==> src/rtl/sender_defs_pkg.sv <==
// Shared definitions for the serial frame sender: FSM encodings, line levels, defaults.
package sender_defs_pkg;

    localparam int DEF_DATA_W     = 8;
    localparam int DEF_FIFO_DEPTH = 4;

    localparam logic LINE_IDLE = 1'b1;
    localparam logic START_BIT = 1'b0;
    localparam logic STOP_BIT  = 1'b1;

    typedef enum logic [2:0] {
        IDLE   = 3'd0,
        START  = 3'd1,
        DATA   = 3'd2,
        PARITY = 3'd3,
        STOP   = 3'd4
    } state_t;

endpackage

==> src/rtl/sender_fifo.sv <==
// Synchronous byte FIFO for the frame sender; push ignored when full, pop ignored when empty.
module sender_fifo
    import sender_defs_pkg::*;
#(
    parameter int W     = DEF_DATA_W,
    parameter int DEPTH = DEF_FIFO_DEPTH
) (
    input  logic         clock_in,
    input  logic         rst_n,
    input  logic         push,
    input  logic [W-1:0] wr_data,
    input  logic         pop,
    output logic [W-1:0] rd_data,
    output logic         full,
    output logic         empty
);

    localparam int AW = $clog2(DEPTH);

    logic [W-1:0]  mem [DEPTH];
    logic [AW-1:0] wr_ptr;
    logic [AW-1:0] rd_ptr;
    logic [AW:0]   count;
    logic          do_push;
    logic          do_pop;

    assign do_push = push && !full;
    assign do_pop  = pop && !empty;

    always_ff @(posedge clock_in or negedge rst_n) begin
        if (!rst_n) begin
            for (int i = 0; i < DEPTH; i++) mem[i] <= '0;
            wr_ptr <= '0;
            rd_ptr <= '0;
            count  <= '0;
        end else begin
            if (do_push) begin
                mem[wr_ptr] <= wr_data;
                wr_ptr      <= wr_ptr + AW'(1);
            end
            if (do_pop) rd_ptr <= rd_ptr + AW'(1);
            case ({do_push, do_pop})
                2'b10:   count <= count + (AW+1)'(1);
                2'b01:   count <= count - (AW+1)'(1);
                default: count <= count;
            endcase
        end
    end

    assign full    = (count == (AW+1)'(DEPTH));
    assign empty   = (count == '0);
    assign rd_data = mem[rd_ptr];

endmodule

==> src/rtl/serial_frame_sender.sv <==
// Byte-serial framer (start, DATA_W bits LSB first, stop) paced by a sampled bit clock.
// Define SENDER_PARITY_EN to insert an even-parity bit between the data bits and the stop bit.
module serial_frame_sender
    import sender_defs_pkg::*;
#(
    parameter int FIFO_DEPTH = DEF_FIFO_DEPTH,
    parameter int DATA_W     = DEF_DATA_W
) (
    input  logic              clock_in,
    input  logic              rst_n,
    input  logic              bit_clk_in,
    input  logic [DATA_W-1:0] data_in,
    input  logic              data_valid,
    output logic              data_ready,
    output logic              tx_out,
    output logic              busy,
    output logic              frame_done
);

    localparam int CW = $clog2(DATA_W);

    logic              s1, s2, s3;
    logic              tick;
    logic              fifo_pop;
    logic              fifo_full;
    logic              fifo_empty;
    logic [DATA_W-1:0] fifo_rd_data;
    logic              load;

    state_t            state_q, state_d;
    logic [DATA_W-1:0] shift_q, shift_d;
    logic [CW-1:0]     cnt_q, cnt_d;
    logic              tx_q, tx_d;
    logic              done_q, done_d;
`ifdef SENDER_PARITY_EN
    logic              parity_q, parity_d;
`endif

    always_ff @(posedge clock_in or negedge rst_n) begin
        if (!rst_n) begin
            s1 <= 1'b0;
            s2 <= 1'b0;
            s3 <= 1'b0;
        end else begin
            s1 <= bit_clk_in;
            s2 <= s1;
            s3 <= s2;
        end
    end

    assign tick = s2 & ~s3;

    sender_fifo #(.W(DATA_W), .DEPTH(FIFO_DEPTH)) u_fifo (
        .clock_in (clock_in),
        .rst_n    (rst_n),
        .push     (data_valid),
        .wr_data  (data_in),
        .pop      (fifo_pop),
        .rd_data  (fifo_rd_data),
        .full     (fifo_full),
        .empty    (fifo_empty)
    );

    assign data_ready = !fifo_full;

    always_ff @(posedge clock_in or negedge rst_n) begin
        if (!rst_n) begin
            state_q  <= IDLE;
            shift_q  <= '0;
            cnt_q    <= '0;
            tx_q     <= LINE_IDLE;
            done_q   <= 1'b0;
`ifdef SENDER_PARITY_EN
            parity_q <= 1'b0;
`endif
        end else begin
            state_q  <= state_d;
            shift_q  <= shift_d;
            cnt_q    <= cnt_d;
            tx_q     <= tx_d;
            done_q   <= done_d;
`ifdef SENDER_PARITY_EN
            parity_q <= parity_d;
`endif
        end
    end

    // A new byte is taken from IDLE or straight out of STOP, so frames can run back to back.
    assign load = tick && !fifo_empty && (state_q == IDLE || state_q == STOP);

    always_comb begin
        state_d  = state_q;
        shift_d  = shift_q;
        cnt_d    = cnt_q;
        tx_d     = tx_q;
        done_d   = 1'b0;
        fifo_pop = 1'b0;
`ifdef SENDER_PARITY_EN
        parity_d = parity_q;
`endif
        if (tick) begin
            case (state_q)
                IDLE: ;
                START: begin
                    tx_d    = shift_q[0];
                    cnt_d   = '0;
                    state_d = DATA;
                end
                DATA: begin
                    if (cnt_q == CW'(DATA_W - 1)) begin
`ifdef SENDER_PARITY_EN
                        tx_d    = parity_q;
                        state_d = PARITY;
`else
                        tx_d    = STOP_BIT;
                        state_d = STOP;
`endif
                    end else begin
                        shift_d = shift_q >> 1;
                        tx_d    = shift_q[1];
                        cnt_d   = cnt_q + CW'(1);
                    end
                end
`ifdef SENDER_PARITY_EN
                PARITY: begin
                    tx_d    = STOP_BIT;
                    state_d = STOP;
                end
`endif
                STOP: begin
                    done_d  = 1'b1;
                    tx_d    = LINE_IDLE;
                    state_d = IDLE;
                end
                default: begin
                    tx_d    = LINE_IDLE;
                    state_d = IDLE;
                end
            endcase
            if (load) begin
                fifo_pop = 1'b1;
                shift_d  = fifo_rd_data;
                tx_d     = START_BIT;
                state_d  = START;
`ifdef SENDER_PARITY_EN
                parity_d = ^fifo_rd_data;
`endif
            end
        end
    end

    assign tx_out     = tx_q;
    assign frame_done = done_q;
    assign busy       = (state_q != IDLE) || !fifo_empty;

endmodule

==> config.mk <==
export PLATFORM = sky130hd
export DESIGN_NAME = serial_frame_sender
export DESIGN_NICKNAME = d
export VERILOG_FILES = /design/src/rtl/sender_defs_pkg.sv /design/src/rtl/sender_fifo.sv /design/src/rtl/serial_frame_sender.sv
export SDC_FILE = /design/constraint.sdc
export NUM_CORES = 1
export LEC_CHECK = 0
export ABC_AREA = 1
export ABC_CLOCK_PERIOD_IN_PS = 2150
export CAP_MARGIN = 5
export CORE_AREA = 2 2 85 87
export CTS_CLUSTER_DIAMETER = 40
export DETAILED_ROUTE_END_ITERATION = 7
export DIE_AREA = 0 0 87 89
export PLACE_DENSITY = 0.69
export SLEW_MARGIN = 20
export SYNTH_ARGS = -nofsm -noshare
export SYNTH_HDL_FRONTEND = slang
export SYNTH_SLANG_ARGS = --single-unit
export TNS_END_PERCENT = 10
==> constraint.sdc <==
create_clock -name clock_in -period 2.15 [get_ports clock_in]
set_input_delay 0.215 -clock clock_in [delete_from_list [all_inputs] [get_ports clock_in]]
set_output_delay 0.215 -clock clock_in [all_outputs]
set_load 0.02 [all_outputs]
======== Yosys cells after proc, flatten, opt, wreduce, memory -nomap -nowiden ========
Cells that the tools add are included.
cells by class
  $lt $le $gt $ge ......................... 3
  bitwise operators ....................... 4
  mux-type cells .......................... 22
  $add $sub $neg .......................... 5
  reduce and logical (&&, ||, !) cells .... 19
  equal/unequal tests ..................... 11
operators with widths
  kind                                                        count
  2-to-1 mux 8 bit                                            6
  bitwise mux 32 bit                                          1
  binary-select mux 8 bit (select 2 bit)                      1
  demux 8 bit (select 2 bit)                                  1
  case mux 3 bit (2 select lines)                             2
  == test 3 bit, second input constant                        3
  2-to-1 mux 3 bit                                            3
  case mux 3 bit (3 select lines)                             1
  AND reduction 3 bit                                         3
  adder 3 x 1 -> 3 bit, second input constant                 2
  >= comparator 3 bit, second input constant                  2
  zero test 3 bit                                             2
  2-to-1 mux 1 bit                                            6
  inequality test 2 bit, second input constant                3
  inverter 2 -> 3 bit                                         2
  nonzero test 2 bit                                          3
  logical AND 1 bit                                           5
  adder 2 x 1 -> 2 bit, second input constant                 2
  == test 3 x 1 -> 1 bit, second input constant               1
  == test 3 x 2 -> 1 bit, second input constant               1
  less-than comparator 3 x 1 -> 1 bit, second input constant  1
  inequality test 3 bit, second input constant                1
  case mux 1 bit (3 select lines)                             1
  nonzero test 3 bit                                          1
  other kinds (8)                                             10
storage, ports and cells
  word-level logic and storage cells ...... 79
  register bits ........................... 58
  bits of input ports ..................... 12

======== Depth between registers and ports, before layout ========
  depth in word-level cells ............... 9
  mapped depth ............................ 10
  gate-level depth less buffers ........... 10

======== Modules after synthesis ========
From an unflattened synthesis, not the netlist that was laid out.
unflattened totals
  cell total of the unflattened synthesis .. 374
  area, all modules ....................... 3040.4 um^2
by module, submodules not included
  module               times used  seq. area each (um^2)  area each (um^2)  cells each
  sender_fifo          1           975.9                  2031.9            251
  serial_frame_sender  1           476.7                  1008.5            123

======== Worst setup path before layout ========
No wires, ideal clock.
  kind .................................... register -> register
  start point ............................. register u_fifo.count[0]
  end point ............................... register u_fifo.count[2]
  period minus slack after synthesis ...... 1.980 ns
  cell stages (with the launch flop) ...... 11
  data arrival time ....................... 1.849 ns
  slack ................................... 0.170 ns
  library setup time ...................... 0.131 ns
  buffers on the path ..................... 1
  cells stage by stage .................... dfrtp_1 > inv_2 > nand3_4 > nand2_4 > buf_6 > ha_1 > inv_1 > fa_1 > a21oi_1 > o21ai_0 > xor2_1
RTL lines
  what                                                                          line                       RTL
  start, declared                                                               sender_fifo.sv:23          logic [AW:0] count;
  start signal, assigned                                                        sender_fifo.sv:43          2'b10: count <= count + (AW+1)'(1);
  start signal, assigned                                                        sender_fifo.sv:44          2'b01: count <= count - (AW+1)'(1);
  start signal, assigned                                                        sender_fifo.sv:45          default: count <= count;
  == test 3 bit (*)                                                             sender_fifo.sv:50          assign full = (count == (AW+1)'(DEPTH));
  zero test 1 bit (*)                                                           -
  net data_ready                                                                serial_frame_sender.sv:14  output logic data_ready,
  logical AND 1 bit (*)                                                         sender_fifo.sv:27          assign do_push = push && !full;
  == test 2 x 1 -> 1 bit / == test 2 bit (equally long branches)                sender_fifo.sv:42          case ({do_push, do_pop})
  case mux 3 bit (2 select lines) / nonzero test 2 bit (equally long branches)  -
The timed path passes the listed nets; every way through them passes the cells marked *.
A chain may end at the register's enable or synchronous reset.

======== Worst setup path after layout ========
  start point ............................. register u_fifo.count[2]
  end point ............................... output busy
on the way
  word-level cells in the longest chain between the ends .. 3
RTL lines
  what              line                        RTL
  zero test 3 bit   sender_fifo.sv:51           assign empty = (count == '0);
  zero test 1 bit   serial_frame_sender.sv:154  assign busy = (state_q != IDLE) || !fifo_empty;
  logical OR 1 bit  serial_frame_sender.sv:154
  end, declared     serial_frame_sender.sv:16   output logic busy,
Every way passes these cells.

==> results by group <==
Critical path
  • Path type of the worst setup path: flop to primary output
  • CP max FO: 3
  • Reg2reg end: u_fifo.count[2]
  • CP required: 1.93 ns
  • Critical Path Sink Type: primary output
  • CP Capture Point: busy
  • Crit start category: flop
  • Setup crit start: u_fifo.count[2]
  • Crit path DAT: about 1.8 ns
  • Worst R2R Setup Slack: around 0.24 ns
  • Worst reg2reg path depth: 9
  • Reg-to-Reg Start: s3

Route
  • Mean routed wirelength per cell: 13.1 µm
  • Vias per cell: 5.08
  • Post-Route WL: 5.99 mm
  • Number of DRC markers in iteration 0: 129
  • DRT Pass-1 Iters: 4
  • Via count: approximately 2300
  • Residual DRC: 0
  • Final ANT Viol Nets: 0

Logic synthesis
  • Most used DFF post-synth: dfrtp_1
  • Commonest cells in the netlist: nand2_1, dfrtp_1, nand3_1
  • Most numerous cell in the Yosys netlist: nand2_1
  • Library cells used by synthesis: 31
  • Post-synthesis cell count: 351
  • EDFF count, synth: 0
  • Sequential-to-total area share from yosys stat: 49.1%
  • Syn Std Cell Area: ~0.0030 mm²
  • Synth top area share: between 40% and 50%
  • Area leader, netlist: dfrtp_1
  • Syn_nets: approximately 370
  • Ys async rst share: 100%
  • Most area-consuming cells after synthesis: dfrtp_1, nand2_1, nand3_1
  • Ys Warns: 0
  • #FFs+latches synth: 58
  • Post-Syn Area per Cell: 8.43 µm²

Cells and area
  • Register area: 0.00145 mm²
  • Final net count: 393
  • Diode count: 0
  • Fillers: 643
  • Layout cells sized above 1: 15.1%
  • Post-layout util: 49.8%
  • Multi-input logic area: about 0.0013 mm²
  • Synth-to-layout area growth: 13.1%

Floorplanning
  • Starting Density: 44.0%
  • IO Pins: 16
  • Chip height: between 80 and 90 µm
  • Die span in x: around 87 µm
  • Core area: ~0.0067 mm²
  • DIE AREA: 0.00774 mm²
  • Row cnt: 30

Timing
  • Fin. Hold Viols: 0
  • Period utilization: 91.3%
  • Final min period: 1.96 ns
  • Setup Total Neg Slack: 0 ns
  • Max-slew headroom: 69.9%
  • Worst-margin pin slew: about 0.45 ns
  • Setup-failing EPs final: 0
  • Setup Skew: 0.00692 ns
  • Pins over their slew limit: 0
  • RSZ-0062 raised after global routing: false
  • Fmax achieved: 0.510 GHz

GRT
  • Largest net degree at the start of global routing: 59
  • Vias in the first global route: between 2000 and 2500
  • Grt ovf: 0
  • Global-route wire length before repair: 10.6 mm
  • Initial antenna violation count: 0
  • GRT Resource Usage Total: 17.8%

Power and ir drop
  • Leak pwr: 1.62 nW
  • VDD IR max: 0.849 mV
  • PwrDens: 1380 mW/mm²

Worst hold path
  • Class of the worst hold path: primary input to flop

Placed design
  • Port bufs: 15
  • DP Wirelength: 4.00 mm
  • Placer Congestion: 0.828

Clocking
  • Post-CTS Repair Setup Buffers: 0
  • CTS tree: done
  • Total CTS buffers: 9
  • Clock-pin transition on the worst setup and hold timing paths: 0.06 ns
  • Skew-Pair Late Insertion Delay: 0.33 ns
  • Clock sink count: 58
  • CTS H-tree depth: 3
  • Clock buffer depth: 2
  • CTS Root Cell: clkbuf_8

Status
  • Status: complete, no violations

Job
  • Max-cap violations: 0
report_power, final:
group	total (mW)	leakage [nW]	switching, mW	internal [mW]
logic	1.92	0.818	1.23	0.682
registers	1.83	0.724	0.262	1.57
clock network	0.864	0.0817	0.413	0.451
total	4.61	1.62	1.91	2.70
kinds of logic (layout without fill, tap and decap cells):
group,count (synthesis),count (layout),share of synthesized area [%]
compound gates,47,47,7.95
xor+xnor,4,4,1.44
fa+ha+maj,8,8,3.64
buf+inv,43,70,7.23
flops,58,58,49.1
simple gates,191,191,30.6
stage by stage:
| stage | setup slack (ns) | power (mW) | hold slack [ns] | instance area [µm²] | cells |
|---|---|---|---|---|---|
| final | 0.187 | 4.61 | 0.328 | 3340 | 458 |
| after global placement | 0.260 | 3.70 | 0.244 | 3170 | 441 |
| after detailed placement | 0.215 | 3.77 | 0.244 | 3170 | 441 |
| after global routing | 0.0312 | 5.05 | 0.306 | 3340 | 458 |
| after floorplan | 0.170 | 3.32 | -0.0806 | 2960 | 351 |
| after CTS | 0.150 | 4.65 | 0.310 | 3340 | 458 |
worst max-delay path, cell delays in order (launching register included):
cell,delay [ns]
dfrtp_1,0.41
inv_1,0.11
nand3_2,0.14
nor2_2,0.18
inv_1,0.05
clkdlybuf4s50_1,0.53
state kept, by name (all words and copies together), names as in the netlist, 2 cells and up:
register,count
state_q,3
cnt_q,3
u_fifo.count,3
u_fifo.mem,32
u_fifo.wr_ptr,2
u_fifo.rd_ptr,2
shift_q,8
layout by cell type (no fill, tap or decap), types with 2 or more instances in the layout:
cell / netlist / layout
nand2_4: 2 / 2
a21oi_1: 6 / 6
nor2_2: 4 / 3
nand2_2: 9 / 9
xor2_1: 2 / 2
o21ai_1: 31 / 31
inv_1: 21 / 21
nor2_4: 8 / 9
clkdlybuf4s50_1: 0 / 14
clkinv_2: 1 / 2
nand3_2: 2 / 2
nand2_1: 127 / 127
dfrtp_1: 57 / 57
inv_2: 9 / 9
buf_4: 2 / 5
clkbuf_1: 1 / 5
o21ai_0: 10 / 10
clkbuf_8: 0 / 10
ha_1: 7 / 7
nand3_1: 32 / 32
nor2_1: 3 / 3
worst min-delay path by stage:
stage / from / end / slack (ns) / cells past startpoint
after floorplan: rst_n / cnt_q[0] / -0.08 / 0
after global placement: rst_n / u_fifo.count[1] / 0.24 / 2
after detailed placement: rst_n / u_fifo.count[1] / 0.24 / 2
after CTS: bit_clk_in / s1 / 0.31 / 1
after global routing: bit_clk_in / s1 / 0.31 / 1
final: bit_clk_in / s1 / 0.33 / 1
area by class of cell:
| type | count | area share, % |
|---|---|---|
| clock buffers | 15 | 4.68 |
| clock inverters | 1 | 0.150 |
| inverters | 32 | 3.63 |
| multi-input cells | 250 | 38.8 |
| flip-flops and latches | 58 | 43.4 |
| well taps | 80 | 2.99 |
| repair buffers | 22 | 6.36 |
what timing repair did:
| item | in CTS | in global routing |
|---|---|---|
| gates resized for setup | 0 | 1 |
| endpoints found under the hold margin | 57 | 0 |
| hold buffers | 1 | 0 |
| endpoints found under the setup margin | 0 | 1 |
routing by layer:
metal	GRT usage, %	routed length, µm
met4	5.97	76
met2	27.1	2780
met3	4.43	287
met1	24.8	2840
met5	0	0
Power figures use the tool's default switching activity.
